[src/rtl/serial_pattern_gen_if.sv]
// Control/serial-line bundle of the framed bit-pattern transmitter.
// master = control logic driving requests, slave = the generator.
interface serial_pattern_gen_if #(
    parameter int CNT_W = 8
);
    logic             start;
    logic [CNT_W-1:0] repeat_cnt;
    logic             abort;
    logic             dout;
    logic             dout_valid;
    logic             frame_start;
    logic             frame_end;
    logic [CNT_W-1:0] frame_idx;
    logic             busy;
    logic             done;
    logic             aborted;

    modport master (
        output start, repeat_cnt, abort,
        input  dout, dout_valid, frame_start, frame_end, frame_idx,
               busy, done, aborted
    );

    modport slave (
        input  start, repeat_cnt, abort,
        output dout, dout_valid, frame_start, frame_end, frame_idx,
               busy, done, aborted
    );
endinterface

[src/rtl/serial_pattern_gen.sv]
// Framed serial pattern transmitter: sends PATTERN MSB first, repeat_cnt times,
// with GAP idle cycles between frames; all outputs come straight from flops.
module serial_pattern_gen #(
    parameter int                 PAT_LEN = 6,
    parameter logic [PAT_LEN-1:0] PATTERN = 6'b101001,
    parameter int                 CNT_W   = 8,
    parameter int                 GAP     = 0
) (
    input  logic                 clk,
    input  logic                 rst,
    serial_pattern_gen_if.slave  bus
);

    localparam int BIT_W = (PAT_LEN > 1) ? $clog2(PAT_LEN) : 1;
    localparam int GAP_W = (GAP > 1) ? $clog2(GAP) : 1;
    localparam logic [BIT_W-1:0] BIT_TOP  = BIT_W'(PAT_LEN - 1);
    localparam logic [BIT_W-1:0] BIT_ZERO = {BIT_W{1'b0}};
    localparam logic [BIT_W-1:0] BIT_ONE  = BIT_W'(1);
    localparam logic [GAP_W-1:0] GAP_ZERO = {GAP_W{1'b0}};
    localparam logic [GAP_W-1:0] GAP_ONE  = GAP_W'(1);
    localparam logic [GAP_W-1:0] GAP_TOP  = (GAP > 0) ? GAP_W'(GAP - 1) : GAP_ZERO;
    localparam logic [CNT_W-1:0] CNT_ZERO = {CNT_W{1'b0}};
    localparam logic [CNT_W-1:0] CNT_ONE  = CNT_W'(1);

    typedef enum logic [1:0] {
        ST_IDLE = 2'd0,
        ST_SEND = 2'd1,
        ST_GAP  = 2'd2,
        ST_DONE = 2'd3
    } state_e;

    state_e           state_q, state_d;
    logic [BIT_W-1:0] bit_q, bit_d;
    logic [GAP_W-1:0] gap_q, gap_d;
    logic [CNT_W-1:0] rem_q, rem_d;
    logic [CNT_W-1:0] frame_idx_q, frame_idx_d;
    logic             dout_q, dout_d;
    logic             dout_valid_q, dout_valid_d;
    logic             frame_start_q, frame_start_d;
    logic             frame_end_q, frame_end_d;
    logic             busy_q, busy_d;
    logic             done_q, done_d;
    logic             aborted_q, aborted_d;

    function automatic logic pattern_bit(input logic [BIT_W-1:0] idx);
        return PATTERN[idx];
    endfunction

    // Next-state and next-output decode; outputs describe the cycle after the edge.
    always_comb begin
        state_d       = state_q;
        bit_d         = bit_q;
        gap_d         = gap_q;
        rem_d         = rem_q;
        frame_idx_d   = frame_idx_q;
        dout_d        = 1'b0;
        dout_valid_d  = 1'b0;
        frame_start_d = 1'b0;
        frame_end_d   = 1'b0;
        busy_d        = 1'b0;
        done_d        = 1'b0;
        aborted_d     = 1'b0;

        case (state_q)
            ST_IDLE: begin
                frame_idx_d = CNT_ZERO;
                if (bus.start && (bus.repeat_cnt != CNT_ZERO)) begin
                    state_d       = ST_SEND;
                    bit_d         = BIT_TOP;
                    gap_d         = GAP_ZERO;
                    rem_d         = bus.repeat_cnt - CNT_ONE;
                    dout_d        = pattern_bit(BIT_TOP);
                    dout_valid_d  = 1'b1;
                    frame_start_d = 1'b1;
                    busy_d        = 1'b1;
                end else begin
                    state_d = ST_IDLE;
                end
            end

            ST_SEND: begin
                if (bus.abort) begin
                    // abort wins over frame completion in the same cycle
                    state_d     = ST_IDLE;
                    bit_d       = BIT_ZERO;
                    gap_d       = GAP_ZERO;
                    rem_d       = CNT_ZERO;
                    frame_idx_d = CNT_ZERO;
                    aborted_d   = 1'b1;
                end else if (bit_q != BIT_ZERO) begin
                    bit_d        = bit_q - BIT_ONE;
                    dout_d       = pattern_bit(bit_q - BIT_ONE);
                    dout_valid_d = 1'b1;
                    frame_end_d  = (bit_q == BIT_ONE);
                    busy_d       = 1'b1;
                end else if (rem_q != CNT_ZERO) begin
                    rem_d  = rem_q - CNT_ONE;
                    busy_d = 1'b1;
                    if (GAP > 0) begin
                        state_d = ST_GAP;
                        gap_d   = GAP_TOP;
                    end else begin
                        state_d       = ST_SEND;
                        bit_d         = BIT_TOP;
                        dout_d        = pattern_bit(BIT_TOP);
                        dout_valid_d  = 1'b1;
                        frame_start_d = 1'b1;
                        frame_idx_d   = frame_idx_q + CNT_ONE;
                    end
                end else begin
                    state_d     = ST_DONE;
                    frame_idx_d = CNT_ZERO;
                    done_d      = 1'b1;
                end
            end

            ST_GAP: begin
                if (bus.abort) begin
                    state_d     = ST_IDLE;
                    bit_d       = BIT_ZERO;
                    gap_d       = GAP_ZERO;
                    rem_d       = CNT_ZERO;
                    frame_idx_d = CNT_ZERO;
                    aborted_d   = 1'b1;
                end else if (gap_q != GAP_ZERO) begin
                    gap_d  = gap_q - GAP_ONE;
                    busy_d = 1'b1;
                end else begin
                    state_d       = ST_SEND;
                    bit_d         = BIT_TOP;
                    dout_d        = pattern_bit(BIT_TOP);
                    dout_valid_d  = 1'b1;
                    frame_start_d = 1'b1;
                    frame_idx_d   = frame_idx_q + CNT_ONE;
                    busy_d        = 1'b1;
                end
            end

            ST_DONE: begin
                // start and abort are both ignored while the done pulse is out
                state_d     = ST_IDLE;
                frame_idx_d = CNT_ZERO;
            end

            default: begin
                state_d     = ST_IDLE;
                bit_d       = BIT_ZERO;
                gap_d       = GAP_ZERO;
                rem_d       = CNT_ZERO;
                frame_idx_d = CNT_ZERO;
            end
        endcase
    end

    // State, counters and output flops.
    always_ff @(posedge clk or posedge rst) begin
        if (rst) begin
            state_q       <= ST_IDLE;
            bit_q         <= BIT_ZERO;
            gap_q         <= GAP_ZERO;
            rem_q         <= CNT_ZERO;
            frame_idx_q   <= CNT_ZERO;
            dout_q        <= 1'b0;
            dout_valid_q  <= 1'b0;
            frame_start_q <= 1'b0;
            frame_end_q   <= 1'b0;
            busy_q        <= 1'b0;
            done_q        <= 1'b0;
            aborted_q     <= 1'b0;
        end else begin
            state_q       <= state_d;
            bit_q         <= bit_d;
            gap_q         <= gap_d;
            rem_q         <= rem_d;
            frame_idx_q   <= frame_idx_d;
            dout_q        <= dout_d;
            dout_valid_q  <= dout_valid_d;
            frame_start_q <= frame_start_d;
            frame_end_q   <= frame_end_d;
            busy_q        <= busy_d;
            done_q        <= done_d;
            aborted_q     <= aborted_d;
        end
    end

    assign bus.dout        = dout_q;
    assign bus.dout_valid  = dout_valid_q;
    assign bus.frame_start = frame_start_q;
    assign bus.frame_end   = frame_end_q;
    assign bus.frame_idx   = frame_idx_q;
    assign bus.busy        = busy_q;
    assign bus.done        = done_q;
    assign bus.aborted     = aborted_q;

endmodule

[src/flat_wrapper.sv]
// flat-port wrapper written by rule: the top's interface ports become plain ports
module serial_pattern_gen_flat 
#(
    parameter int                 PAT_LEN = 6,
    parameter logic [PAT_LEN-1:0] PATTERN = 6'b101001,
    parameter int                 CNT_W   = 8,
    parameter int                 GAP     = 0
)
  (clk, rst, bus_start, bus_repeat_cnt, bus_abort, bus_dout, bus_dout_valid, bus_frame_start, bus_frame_end, bus_frame_idx, bus_busy, bus_done, bus_aborted);
  serial_pattern_gen_if #(.CNT_W(CNT_W)) bus_i ();
  input  logic clk;
  input  logic rst;
  input wire logic [$bits(bus_i.start)-1:0] bus_start;
  input wire logic [$bits(bus_i.repeat_cnt)-1:0] bus_repeat_cnt;
  input wire logic [$bits(bus_i.abort)-1:0] bus_abort;
  output wire logic [$bits(bus_i.dout)-1:0] bus_dout;
  output wire logic [$bits(bus_i.dout_valid)-1:0] bus_dout_valid;
  output wire logic [$bits(bus_i.frame_start)-1:0] bus_frame_start;
  output wire logic [$bits(bus_i.frame_end)-1:0] bus_frame_end;
  output wire logic [$bits(bus_i.frame_idx)-1:0] bus_frame_idx;
  output wire logic [$bits(bus_i.busy)-1:0] bus_busy;
  output wire logic [$bits(bus_i.done)-1:0] bus_done;
  output wire logic [$bits(bus_i.aborted)-1:0] bus_aborted;
  assign bus_i.start = bus_start;
  assign bus_i.repeat_cnt = bus_repeat_cnt;
  assign bus_i.abort = bus_abort;
  assign bus_dout = bus_i.dout;
  assign bus_dout_valid = bus_i.dout_valid;
  assign bus_frame_start = bus_i.frame_start;
  assign bus_frame_end = bus_i.frame_end;
  assign bus_frame_idx = bus_i.frame_idx;
  assign bus_busy = bus_i.busy;
  assign bus_done = bus_i.done;
  assign bus_aborted = bus_i.aborted;
  serial_pattern_gen #(.PAT_LEN(PAT_LEN), .PATTERN(PATTERN), .CNT_W(CNT_W), .GAP(GAP)) u_core (.clk(clk), .rst(rst), .bus(bus_i));
endmodule
[config.mk]
export PLATFORM = sky130hd
export DESIGN_NAME = serial_pattern_gen_flat
export DESIGN_NICKNAME = d
export VERILOG_FILES = /design/src/rtl/serial_pattern_gen_if.sv /design/src/rtl/serial_pattern_gen.sv /design/src/flat_wrapper.sv
export SDC_FILE = /design/constraint.sdc
export NUM_CORES = 1
export LEC_CHECK = 0
export ABC_AREA = 1
export BUFFER_PORTS_ARGS = -buffer_cell sky130_fd_sc_hd__buf_2
export CORE_UTILIZATION = 64
export CTS_BUF_LIST = sky130_fd_sc_hd__clkbuf_4
export CTS_CLUSTER_SIZE = 8
export DETAILED_ROUTE_END_ITERATION = 12
export GPL_TIMING_DRIVEN = 0
export PLACE_DENSITY = 0.9
export SYNTH_ARGS = -nofsm -noshare
export SYNTH_HDL_FRONTEND = slang
export SYNTH_SLANG_ARGS = --single-unit
export TNS_END_PERCENT = 20
[constraint.sdc]
create_clock -name clk -period 4.55 [get_ports clk]
set_clock_uncertainty 0.05 [all_clocks]
set_input_delay 0.91 -clock clk [delete_from_list [all_inputs] [get_ports clk]]
set_output_delay 0.91 -clock clk [all_outputs]
set_load 0.1 [all_outputs]
After elaboration in Yosys (flattened, before gate mapping):

Memory sizes are Yosys's and may differ from the RTL's.
Index checks and enable logic that the tools add are counted.

* add/subtract/negate cells: 5
* order comparisons: 1
* equal/unequal tests: 11
* multiplexer cells: 56
* reductions and logical operators: 12

Operators with widths (number)
* $mux 8: 10
* $pmux 8 s3: 2
* $mux 1: 26
* $mux 3: 6
* $reduce_bool 8->1: 2
* $sub 8x1->8 const B: 2
* $pmux 1 s3: 5
* $mux 2: 5
* $pmux 3 s3: 1
* $add 8x1->8 const B: 1
* $pmux 2 s4: 1
* $ne 3x3->1 const B: 2
* $reduce_bool 3->1: 2
* $reduce_and 5->1: 1
* $eq 2x2->1 const B: 2
* $lt 3x4->1 const B: 1
* $ne 2x2->1 const B: 2
* $ne 4x2->1 const B: 1
* $reduce_and 4->1: 1
* $reduce_or 2->1: 2
* $eq 3x1->1 const B: 1
* $ne 3x2->1 const B: 1
* $reduce_and 3->1: 1
* $sub 3x1->3 const B: 1
* other kinds (6): 6

* flip-flop bits (word level): 29
* memory bits (read-only): 8
* output and inout port bits: 15
* word-level logic and storage cells: 98
* memories: 1

Memories
* (name not given): depth 8, bits a word 1, rd ports 1, clocked after memory_dff 0, wr ports 0, line serial_pattern_gen.sv:46 `return PATTERN[idx];`

Depth between registers and ports, before layout:

* depth in word-level cells: 6
* gate-level depth with buffers: 11
* depth with buffers taken out: 11

Worst setup path after synthesis:

OpenSTA, ideal clock, no wires.

* kind: flip-flop to output port
* start: register u_core.bus.busy (netlist name)
* end: output bus_dout_valid
* arrival time: 1324 ps
* path slack: 2266 ps
* cell stages (with the launch flop): 2
* buffers on the path: 1
* path through: dfrtp_1 buf_4

RTL lines
* end, declared: line flat_wrapper.sv:17 `output wire logic [$bits(bus_i.dout_valid)-1:0] bus_dout_valid;`

Final worst setup path:

* start: register u_core.frame_idx_q[2], in the netlist u_core.bus.frame_idx[2]
* end: output bus_frame_idx[2]

RTL lines
* start, declared: line serial_pattern_gen.sv:36 `logic [CNT_W-1:0] frame_idx_q, frame_idx_d;`
* start signal, assigned: line serial_pattern_gen.sv:175 `frame_idx_q <= frame_idx_d;`
* end, declared: line flat_wrapper.sv:20 `output wire logic [$bits(bus_i.frame_idx)-1:0] bus_frame_idx;`

No word-level cell between the ends.

==> results.sh <==
export IMPL_holdWs_ns=0.504
export IMPL_vdd_drop_max_uv=754
export IMPL_status="completed"
export IMPL_cts_made_buffers=3
export IMPL_ys_ff_latch=27
export IMPL_grt_ovfl_total=0
export IMPL_crit_chain="buf_2"
export IMPL_antenna_cells=0
export IMPL_post_route_period_util=0.481
export IMPL_holdBufCountCts=0
export IMPL_start_kind="register"
export IMPL_h_tree_depth=1
export IMPL_gp_congestion=0.952
export IMPL_clock_sinks=27
export IMPL_crit_fanout=5
export IMPL_criticalPathCategory="reg -> out"
export IMPL_grt_max_degree=28
export IMPL_core_area_sq_um=2760
export IMPL_syn_num_nets=277
export IMPL_setup_tns_ns=0
export IMPL_clk_path_buf_depth=2
export IMPL_drc=0
export IMPL_worstPathArrival_ns=1.23
export IMPL_first_iter_violations=75
export IMPL_fmax_ghz=0.457
export IMPL_critical_path_top_delay_family="buffers and inverters"
export IMPL_initial_core_util=0.677
export IMPL_port_buffer_count=26
export IMPL_ant_nets=0
export IMPL_regArea_sq_um=676
export IMPL_num_vias=1653
export IMPL_cts_setup_buffers=0
export IMPL_drv_slew=0
export IMPL_fp_dieW_um=56.0
export IMPL_first_pass_iters=4
export IMPL_synthCells=252
export IMPL_final_cell_mix="nand2_1, inv_1, nor2_1, dfrtp_1, buf_2"
export IMPL_setup_slack_ns=2.36
export IMPL_layout_commonest_cell="nand2_1"
export IMPL_syn_area_per_cell_sq_um=7.41
export IMPL_slowest_delay_ns=0.45
export IMPL_grt_pass1_vias=1498
export IMPL_cts_tree="yes"
export IMPL_dp_hpwl_um=2890
export IMPL_cts_repair_resized=0
export IMPL_io_pins=27
export IMPL_rsz0062_at_grt="no"
export IMPL_cpMaxStageDelayCell="buf_2"
export IMPL_wire_per_inst_um=11.8
export IMPL_syn_to_final_growth_pct=10.6
export IMPL_wl_um=3710
export IMPL_cts_root_buf="clkbuf_4"
export IMPL_track_usage=0.266
export IMPL_synth_seq_area_share=0.362
export IMPL_yosys_warnings=0
export IMPL_hold_class="reg -> reg"
export IMPL_drive_gt1_frac=0.202
export IMPL_worst_path_buf_inv=1
export IMPL_multiInputGateArea_sq_um=1030
export IMPL_vias_per_cell=5.28
export IMPL_worstMarginPinSlew_ns=0.997
export IMPL_dpl_worst_slack_ns=2.33
export IMPL_num_rows=19
export IMPL_die_height_um=56.0
export IMPL_path_clk_slew_ns=0.15
export IMPL_p_leak_nw=1.16
export IMPL_grt_antenna_before_repair=0
export IMPL_fillers=218
export IMPL_dieArea_sq_um=3140
export IMPL_clkLatencyLatePin_ns=0.34
export IMPL_synth_distinct_cells=27
export IMPL_slew_headroom=0.335
export IMPL_power_density_nw_per_um2=609
export IMPL_mappedNetlistArea_sq_um=1870
export IMPL_hold_viol=0
export IMPL_layout_nets=308
export IMPL_worstPathRequired_ns=3.59
export IMPL_fin_crit_ns=2.19
export IMPL_drv_cap=0
export IMPL_endpoint_kind="output port"
export IMPL_setup_violations=0
export IMPL_grt_pass1_wl_um=6590
## layer usage
metal  up-vias  routed length, um  GRT usage
met5         -                  0          0
met4         0                 67     0.0941
met3         6                156     0.0302
met2        42               1680      0.425
met1       741               1810      0.374
li1        864                  -          -
## logic make-up (layout without fill, tap and decap cells)
logic type / after synthesis / in the layout / synth area share
xor+xnor: 5 / 5 / 0.0234
compound gates: 31 / 31 / 0.102
flops: 27 / 27 / 0.362
simple gates: 135 / 135 / 0.341
buf+inv: 41 / 71 / 0.0844
fa+ha+maj: 13 / 13 / 0.0871
## power breakdown
part / switching [W] / total (W) / internal, W
registers: 0.0000719 / 0.000380 / 0.000308
clock network: 0.0000788 / 0.000113 / 0.0000337
logic: 0.000558 / 0.000766 / 0.000208
## per-stage QoR
stage          power [W]  std cells   util  area, sq um
5_1_grt          0.00135        313  0.750         2070
3_5_place_dp     0.00114        309  0.739         2040
2_1_floorplan    0.00100        252      -         1870
4_1_cts          0.00125        313  0.750         2070
3_3_place_gp     0.00112        309  0.739         2040
6_report         0.00126        313  0.750         2070
## layout make-up
type / count / share of cell area
repair buffers: 26 / 0.0630
plain buffers: 1 / 0.00363
well taps: 31 / 0.0188
flip-flops and latches: 27 / 0.327
clock inverters: 1 / 0.00363
clock buffers: 3 / 0.0109
inverters: 40 / 0.0726
multi-input cells: 184 / 0.501
## registers in the layout, indices dropped and copies added (netlist names)
register and count:
u_core.bus.aborted 1, u_core.bus.frame_start 1, u_core.bus.busy 1, u_core.bit_q 3, u_core.state_q 2, u_core.bus.dout 1, u_core.bus.frame_end 1, u_core.bus.frame_idx 8
u_core.bus.done 1, u_core.rem_q 8
## worst paths after layout
| path | depth (start not counted) | startpoint | to | slack [ns] |
|---|---|---|---|---|
| worst max-delay path | 1 | u_core.bus.frame_idx[2] | bus_frame_idx[2] | 2.36 |
| max in group asynchronous | 2 | rst | u_core.bus.frame_idx[1] | 3.13 |
| worst min register to register | 2 | u_core.rem_q[1] | u_core.rem_q[1] | 0.50 |
| min in group asynchronous | 2 | rst | u_core.rem_q[6] | 0.72 |
| worst max register to register | 10 | u_core.state_q[1] | u_core.bus.frame_idx[6] | 2.78 |
| worst min-delay path | 2 | u_core.rem_q[1] | u_core.rem_q[1] | 0.50 |
## synth_stat cells
master | n | area share
nand2_1 | 61 | 0.12
inv_1 | 32 | 0.064
dfrtp_1 | 27 | 0.36
nor2_1 | 27 | 0.054
nand3_1 | 21 | 0.056
ha_1 | 13 | 0.087
o21ai_0 | 12 | 0.032
inv_2 | 8 | 0.016
a21oi_1 | 6 | 0.016
nand4_1 | 6 | 0.020
nand2_2 | 5 | 0.017
nor2_4 | 4 | 0.024
xor2_1 | 4 | 0.019
nand2_4 | 3 | 0.018
nor3_1 | 3 | 0.0080
o21bai_1 | 3 | 0.012
o22ai_1 | 3 | 0.010
a21o_1 | 2 | 0.0080
a22oi_1 | 2 | 0.0080
nand3_2 | 2 | 0.011
nor2_2 | 2 | 0.0067
buf_4 | 1 | 0.0040
nor4_1 | 1 | 0.0034
o21ai_1 | 1 | 0.0027
o21ai_2 | 1 | 0.0047
o21ai_4 | 1 | 0.0087
xnor2_1 | 1 | 0.0047
(Power assumes the default switching activity.)
